===== src/rtl/serial_frame_rx_if.sv =====
// Bus bundle for serial_frame_rx: serial input side, word handshake and status pulses.
// master = stimulus/consumer side, slave = the receiver.
interface serial_frame_rx_if #(
  parameter int WIDTH = 4
);
  logic             sin;
  logic             sen;
  logic [WIDTH-1:0] dout;
  logic             dvalid;
  logic             dready;
  logic             busy;
  logic             ovf;
  logic             perr;

  modport master (
    output sin, sen, dready,
    input  dout, dvalid, busy, ovf, perr
  );

  modport slave (
    input  sin, sen, dready,
    output dout, dvalid, busy, ovf, perr
  );
endinterface


===== src/rtl/serial_frame_rx.sv =====
// Serial-to-parallel frame receiver: start bit, WIDTH data bits LSB-first, optional even parity.
// Optional parity check is enabled by defining PARITY_CHECK_EN.
module serial_frame_rx #(
  parameter int WIDTH = 4
) (
  input  logic              CLK,
  input  logic              RES,
  serial_frame_rx_if.slave  bus,
  output logic [1:0]        state_dbg
);

  localparam int CW = $clog2(WIDTH + 1);

`ifdef PARITY_CHECK_EN
  typedef enum logic [1:0] {IDLE = 2'd0, DATA = 2'd1, PAR = 2'd2} state_t;
`else
  typedef enum logic [1:0] {IDLE = 2'd0, DATA = 2'd1} state_t;
`endif

  state_t           state;
  logic [CW-1:0]    cnt;
  logic [WIDTH-1:0] shreg;
  logic [WIDTH-1:0] shreg_next;
  logic [WIDTH-1:0] dout_q;
  logic             dvalid_q;
  logic             ovf_q;
  logic             perr_q;
  logic             hold_free;

  // Handshake: dout/dvalid hold a word until an edge with dready=1; dready is
  // ignored while dvalid=0. A word being read on this edge frees the slot.
  assign hold_free = !dvalid_q || bus.dready;

  always_comb begin
    shreg_next = shreg;
    for (int i = 0; i < WIDTH; i++) begin
      if (cnt == CW'(i)) shreg_next[i] = bus.sin;
    end
  end

  always_ff @(posedge CLK or negedge RES) begin
    if (!RES) begin
      state    <= IDLE;
      cnt      <= '0;
      shreg    <= '0;
      dout_q   <= '0;
      dvalid_q <= 1'b0;
      ovf_q    <= 1'b0;
      perr_q   <= 1'b0;
    end else begin
      ovf_q  <= 1'b0;
      perr_q <= 1'b0;
      if (dvalid_q && bus.dready) dvalid_q <= 1'b0;
      if (bus.sen) begin
        case (state)
          IDLE: begin
            if (bus.sin) begin
              shreg <= '0;
              cnt   <= '0;
              state <= DATA;
            end
          end
          DATA: begin
            shreg <= shreg_next;
            if (cnt == CW'(WIDTH - 1)) begin
`ifdef PARITY_CHECK_EN
              state <= PAR;
`else
              state <= IDLE;
              if (hold_free) begin
                dout_q   <= shreg_next;
                dvalid_q <= 1'b1;
              end else begin
                ovf_q <= 1'b1;
              end
`endif
            end else begin
              cnt <= cnt + 1'b1;
            end
          end
`ifdef PARITY_CHECK_EN
          PAR: begin
            state <= IDLE;
            // Even parity: data bits XOR parity bit must be zero.
            if (^{shreg, bus.sin}) begin
              perr_q <= 1'b1;
            end else if (hold_free) begin
              dout_q   <= shreg;
              dvalid_q <= 1'b1;
            end else begin
              ovf_q <= 1'b1;
            end
          end
`endif
          default: state <= IDLE;
        endcase
      end
    end
  end

  assign bus.dout   = dout_q;
  assign bus.dvalid = dvalid_q;
  assign bus.busy   = (state != IDLE);
  assign bus.ovf    = ovf_q;
  assign bus.perr   = perr_q;
  assign state_dbg  = state;

endmodule


===== src/flat_wrapper.sv =====
// flat-port wrapper written by rule: the top's interface ports become plain ports
module serial_frame_rx_flat 
#(
  parameter int WIDTH = 4
)
  (CLK, RES, state_dbg, bus_sin, bus_sen, bus_dready, bus_dout, bus_dvalid, bus_busy, bus_ovf, bus_perr);
  serial_frame_rx_if #(.WIDTH(WIDTH)) bus_i ();
  input  logic CLK;
  input  logic RES;
  output logic [1:0] state_dbg;
  input wire logic [$bits(bus_i.sin)-1:0] bus_sin;
  input wire logic [$bits(bus_i.sen)-1:0] bus_sen;
  input wire logic [$bits(bus_i.dready)-1:0] bus_dready;
  output wire logic [$bits(bus_i.dout)-1:0] bus_dout;
  output wire logic [$bits(bus_i.dvalid)-1:0] bus_dvalid;
  output wire logic [$bits(bus_i.busy)-1:0] bus_busy;
  output wire logic [$bits(bus_i.ovf)-1:0] bus_ovf;
  output wire logic [$bits(bus_i.perr)-1:0] bus_perr;
  assign bus_i.sin = bus_sin;
  assign bus_i.sen = bus_sen;
  assign bus_i.dready = bus_dready;
  assign bus_dout = bus_i.dout;
  assign bus_dvalid = bus_i.dvalid;
  assign bus_busy = bus_i.busy;
  assign bus_ovf = bus_i.ovf;
  assign bus_perr = bus_i.perr;
  serial_frame_rx #(.WIDTH(WIDTH)) u_core (.CLK(CLK), .RES(RES), .bus(bus_i), .state_dbg(state_dbg));
endmodule

===== config.mk =====
export PLATFORM = sky130hd
export DESIGN_NAME = serial_frame_rx_flat
export DESIGN_NICKNAME = d
export VERILOG_FILES = /design/src/rtl/serial_frame_rx_if.sv /design/src/rtl/serial_frame_rx.sv /design/src/flat_wrapper.sv
export SDC_FILE = /design/constraint.sdc
export NUM_CORES = 1
export LEC_CHECK = 0
export CAP_MARGIN = 15
export CELL_PAD_IN_SITES_DETAIL_PLACEMENT = 1
export CELL_PAD_IN_SITES_GLOBAL_PLACEMENT = 2
export CORE_AREA = 5 5 46 77
export DETAILED_ROUTE_END_ITERATION = 10
export DIE_AREA = 0 0 51 82
export HOLD_SLACK_MARGIN = 0.05
export PLACE_DENSITY_LB_ADDON = 0.1
export SYNTH_ARGS = -nofsm -noshare
export SYNTH_HDL_FRONTEND = slang
export SYNTH_SLANG_ARGS = --single-unit

===== constraint.sdc =====
create_clock -name CLK -period 2.41 [get_ports CLK]
set_clock_uncertainty 0.2 [all_clocks]
set_input_delay 0.3615 -clock CLK [delete_from_list [all_inputs] [get_ports CLK]]
set_output_delay 0.3615 -clock CLK [all_outputs]
set_load 0.01 [all_outputs]

Word level (Yosys, flattened, before mapping). Cells that the tools add are included. Widths: inputs -> output; s select.

Flip-flop bits (word level): 15. Logic and storage cells: 46.

Reductions and logical operators: 11. Muxes and demuxes: 21. $add $sub $neg: 1. Eq/ne operators: 7.

Operator list (count): $mux 1 (13); $pmux 4 s2 (1); $reduce_and 4->1 (2); $eq 3x2->1 const B (2); $mux 3 (2); $pmux 3 s2 (1); $reduce_and 3->1 (2); $mux 2 (2); $mux 4 (1); $ne 2x2->1 const B (2); $pmux 2 s2 (1); $reduce_bool 2->1 (2); $add 3x1->3 const B (1); $eq 3x1->1 const B (1); $logic_not 3->1 (1); $eq 2x1->1 const B (1); $logic_not 2->1 (1); $ne 2x1->1 const B (1); $logic_and 1x1->1 (1); $logic_not 1->1 (1); $logic_or 1x1->1 (1).

Depth between registers and ports, before layout. Gate-level depths: netlist (run 1).

Depth in word-level cells: 6. Gate-level depth with buffers: 5. Mapped depth without buffers: 5.

Least setup slack after synthesis (run 1). Ideal clock, no wire load.

Path kind: register to register. Start point: register u_core.cnt[0]. End point: register u_core.dout_q[0], in the netlist u_core.bus.dout[0]. Data required time: 2.085 ns. Stages on the path, launching flop included: 6. Clock period less this slack: 1.688 ns. Arrival time: 1.363 ns. Slack: 0.722 ns. Cell sequence: dfrtp_1 > inv_1 > ha_1 > nor2b_1 > mux2_4 > mux2_4.

Cells in the longest elaborated chain, start to end: 2. Elaborated cells between the ends (all ways): 4. Those cells by class: 1 x eq/ne; 1 x mux; 2 x reduce/logical.

Ends and longest elaborated chain: start, declared (RTL line serial_frame_rx.sv:21) `logic [CW-1:0] cnt;`; start signal, assigned (RTL line serial_frame_rx.sv:78) `cnt <= cnt + 1'b1;`; $eq 3x2->1 / $logic_not 3->1 (equally long branches) (RTL line serial_frame_rx.sv:65, serial_frame_rx.sv:37); $reduce_and 4->1 (no source line) / $mux 1 (equally long branches); end signal, assigned (RTL line serial_frame_rx.sv:71) `dout_q <= shreg_next;`; end, declared (RTL line serial_frame_rx.sv:24) `logic [WIDTH-1:0] dout_q;`.

Parallel ways exist; a longest one is shown, timed or not. A chain may end at the register's enable or synchronous reset.

Final worst setup path (run 1).
Start point: register u_core.state[0], in the netlist u_core.state_dbg[0]. End point: output port bus_busy.

Cells in the longest elaborated chain, start to end: 1.

Ends and longest elaborated chain: start, declared (RTL line serial_frame_rx.sv:20) `state_t state;`; start signal, assigned (RTL line serial_frame_rx.sv:43) `state <= IDLE;`; start signal, assigned (RTL line serial_frame_rx.sv:60) `state <= DATA;`; start signal, assigned (RTL line serial_frame_rx.sv:69) `state <= IDLE;`; $reduce_bool 2->1 (RTL line serial_frame_rx.sv:103) `assign bus.busy = (state != IDLE);`; end, declared (RTL line flat_wrapper.sv:16) `output wire logic [$bits(bus_i.busy)-1:0] bus_busy;`.

Every way passes these cells.

==> flow_summary.toml, run 1 <==
[global_routing]
grt_pass1_wl_mm = 2.94
globalRouteTotalUtil_pct = 10.2
antenna_found_initial = 0
grt-ovfl-total = 0
grt_start_max_net_pins = 15
grt_pass1_vias = 578

[clock_network]
numCtsBuffers = 3
clk_path_buf_depth = 2
hold_buffers = 0
clkTransAtPathRegs_ns = 0.06
insertion_delay_ns = 0.25
cts.htree.levels = 1
cts.sinks = 14
ctsResizeCount = 0
cts-root-buf = "clkbuf_8"
cts_setup_buffers = 0
tritoncts = "done"

[setup_path]
crit_required_ns = 1.85
cpPeakStageDelay_ns = 0.63
path_cells = "clkdlybuf4s50_1"
crit_fanout = 12
path_delay_family = "buffers and inverters"
cp-end-kind = "output pin"
worstSetupPathType = "reg -> out"
cp_data_arrival_time_ns = 1.50
worst-path-buf-inv = 1
critical_path.slowest_cell = "clkdlybuf4s50_1"
cp-start-kind = "register"

[floorplan]
die_h_um = 82
ioPinCount = 15
die_area_sq_mm = 0.00418
die_w_um = 51
initial_utilization_pct = 28.0
rows = 26
core_sq_mm = 0.00290

[routing]
num_vias = 536
drc = 0
wl_per_cell_um = 15.7
drt_first_pass_iters = 2
wl_mm = 1.73
drtAntennaViolNets = 0
drt_iter0_markers = 9
viasPerCell = 4.87

[place]
dp.cells = 107
io_buffer_count = 12
dp_hpwl_mm = 1.35
dp_slack_ns = 0.388
gp_congestion = 0.632
dpl_cell_area_sq_um = 946

[layout]
final_area_sq_um = 987
final_cells = 110
antenna-diode-count = 0
fin_nets = 95
drive_above_1_share_pct = 22.0
finish.utilization_pct = 34.1
fillers = 323
areaGrowthSynthToFinish_pct = 21.9

[yosys]
synthAdderAreaFrac_pct = 9.27
synthCells = 69
synth_top_family_by_area = "multiplexers"
syn_area_per_cell_sq_um = 11.7
synth_compound_area_share_pct = 11.1
seq_area_frac_synth_pct = 43.3
synth_area_sq_um = 810
synth_warnings = 0
synthSimpleGateAreaFrac_pct = 13.6
synth-xor-area-share_pct = 0
ys_types = 21
ys_ff_latch = 14
synthMuxAreaShare_pct = 16.7

[hold_path]
hold_class = "reg -> reg"

[timing]
final_hold_viol_count = 0
rsz0062_at_grt = "no"
worstMarginPinSlew_ns = 0.655
final-max-slew-violation-count = 0
slew_headroom_pct = 56.2
setup_ws_ns = 0.346
post-route-period-util_pct = 85.7
setup_tns_ns = 0
finalCriticalPeriod_ns = 2.06
setup_viol = 0
max_freq_mhz = 484
holdWs_ns = 0.306

[power]
ir_drop_mv = 0.407
power.density_mw_per_mm2 = 1200
power.total_mw = 1.19
leakage_nw = 0.452

[flow_run]
maxCapViolCount = 0

[run_status]
status = "completed"
==> metal layers <==
metal	routed length, um	global-route usage, %	vias to the layer above
met5	0	0	-
met4	59	8.89	0
met3	50	1.81	4
met2	937	16.9	11
met1	683	10.8	265
li1	-	-	256
==> registers in the layout (all words and copies together), names as in the netlist <==
register,cells
u_core.state_dbg,1
u_core.bus.ovf,1
u_core.shreg,4
u_core.bus.dout,4
u_core.bus.dvalid,1
u_core.cnt,3
==> power by group <==
part / leakage, nW / switching, mW / total (mW) / internal [mW]
Combinational: 0.267 / 0.211 / 0.560 / 0.349
Sequential: 0.164 / 0.0999 / 0.435 / 0.335
Clock: 0.0216 / 0.0814 / 0.192 / 0.111
==> worst register-to-register path, stage by stage, from the launching register on <==
cell	delay, ns
dfrtp_1	0.45
ha_1	0.22
ha_1	0.16
nand3_2	0.12
nor2b_4	0.23
mux2_2	0.35
==> placed cells by master (no fill, tap or decap) <==
cell type         n
a22o_1            6
a22o_2            1
and2_1            1
buf_4             1
clkbuf_8          3
clkdlybuf4s50_1  12
conb_1            2
dfrtp_1          14
ha_1              6
inv_1             4
mux2_2            4
mux2_4            6
nand2_1           7
nand2b_1          3
nand2b_4          1
nand3_1           1
nand3_2           1
nor2_1            1
nor2b_1           2
nor2b_4           1
o21a_1            1
o21ai_0           3
o21ai_1           1
==> area by class of cell <==
cell class / count / area (sq um) / share of cell area [%]
Clock buffer: 3 / 41.3 / 4.18
Inverter: 4 / 15.0 / 1.52
Tap cell: 28 / 35.0 / 3.55
Timing Repair Buffer: 13 / 128 / 12.9
Multi-Input combinational cell: 48 / 418 / 42.3
Sequential cell: 14 / 350 / 35.5
==> cell usage after synthesis, drive strengths merged <==
cell    count  share of area (%)
a22o        7                7.7
nand2b      4                4.0
o21a        1               0.93
dfrtp      14                 43
and2        1               0.77
ha          6                9.3
nor2b       3                3.2
nor2        1               0.46
buf         4                3.7
nand3       2                1.9
o21ai       4                2.5
nand2       7                3.2
conb        1               0.46
inv         4                1.9
mux2       10                 17
==> worst paths after layout <==
path                                           from            endpoint  slack [ns]  depth (start not counted)
worst min-delay path             u_core.bus.dout[2]  u_core.bus.dout[2]        0.31                          1
max in group asynchronous                       RES     u_core.shreg[0]        1.27                          1
worst max-delay path            u_core.state_dbg[0]            bus_busy        0.35                          1
min in group asynchronous                       RES  u_core.bus.dout[3]        0.32                          1
worst min register to register   u_core.bus.dout[2]  u_core.bus.dout[2]        0.31                          1
worst max register to register        u_core.cnt[0]  u_core.bus.dout[3]        0.56                          5
==> cell families after synthesis <==
| logic type | Yosys count |
|---|---|
| simple gates | 18 |
| flops | 14 |
| compound gates | 12 |
| mux | 10 |
| buf+inv | 8 |
| fa+ha+maj | 6 |
| other cells | 1 |
Note: power is estimated with default switching activity, not from simulation.
==> inputs of run 2 (changes only) <==
Settings changed: TNS_END_PERCENT from default to 20.
==> results of run 2 <==
Final layout, timing and power as in run 1 (identical DEF).
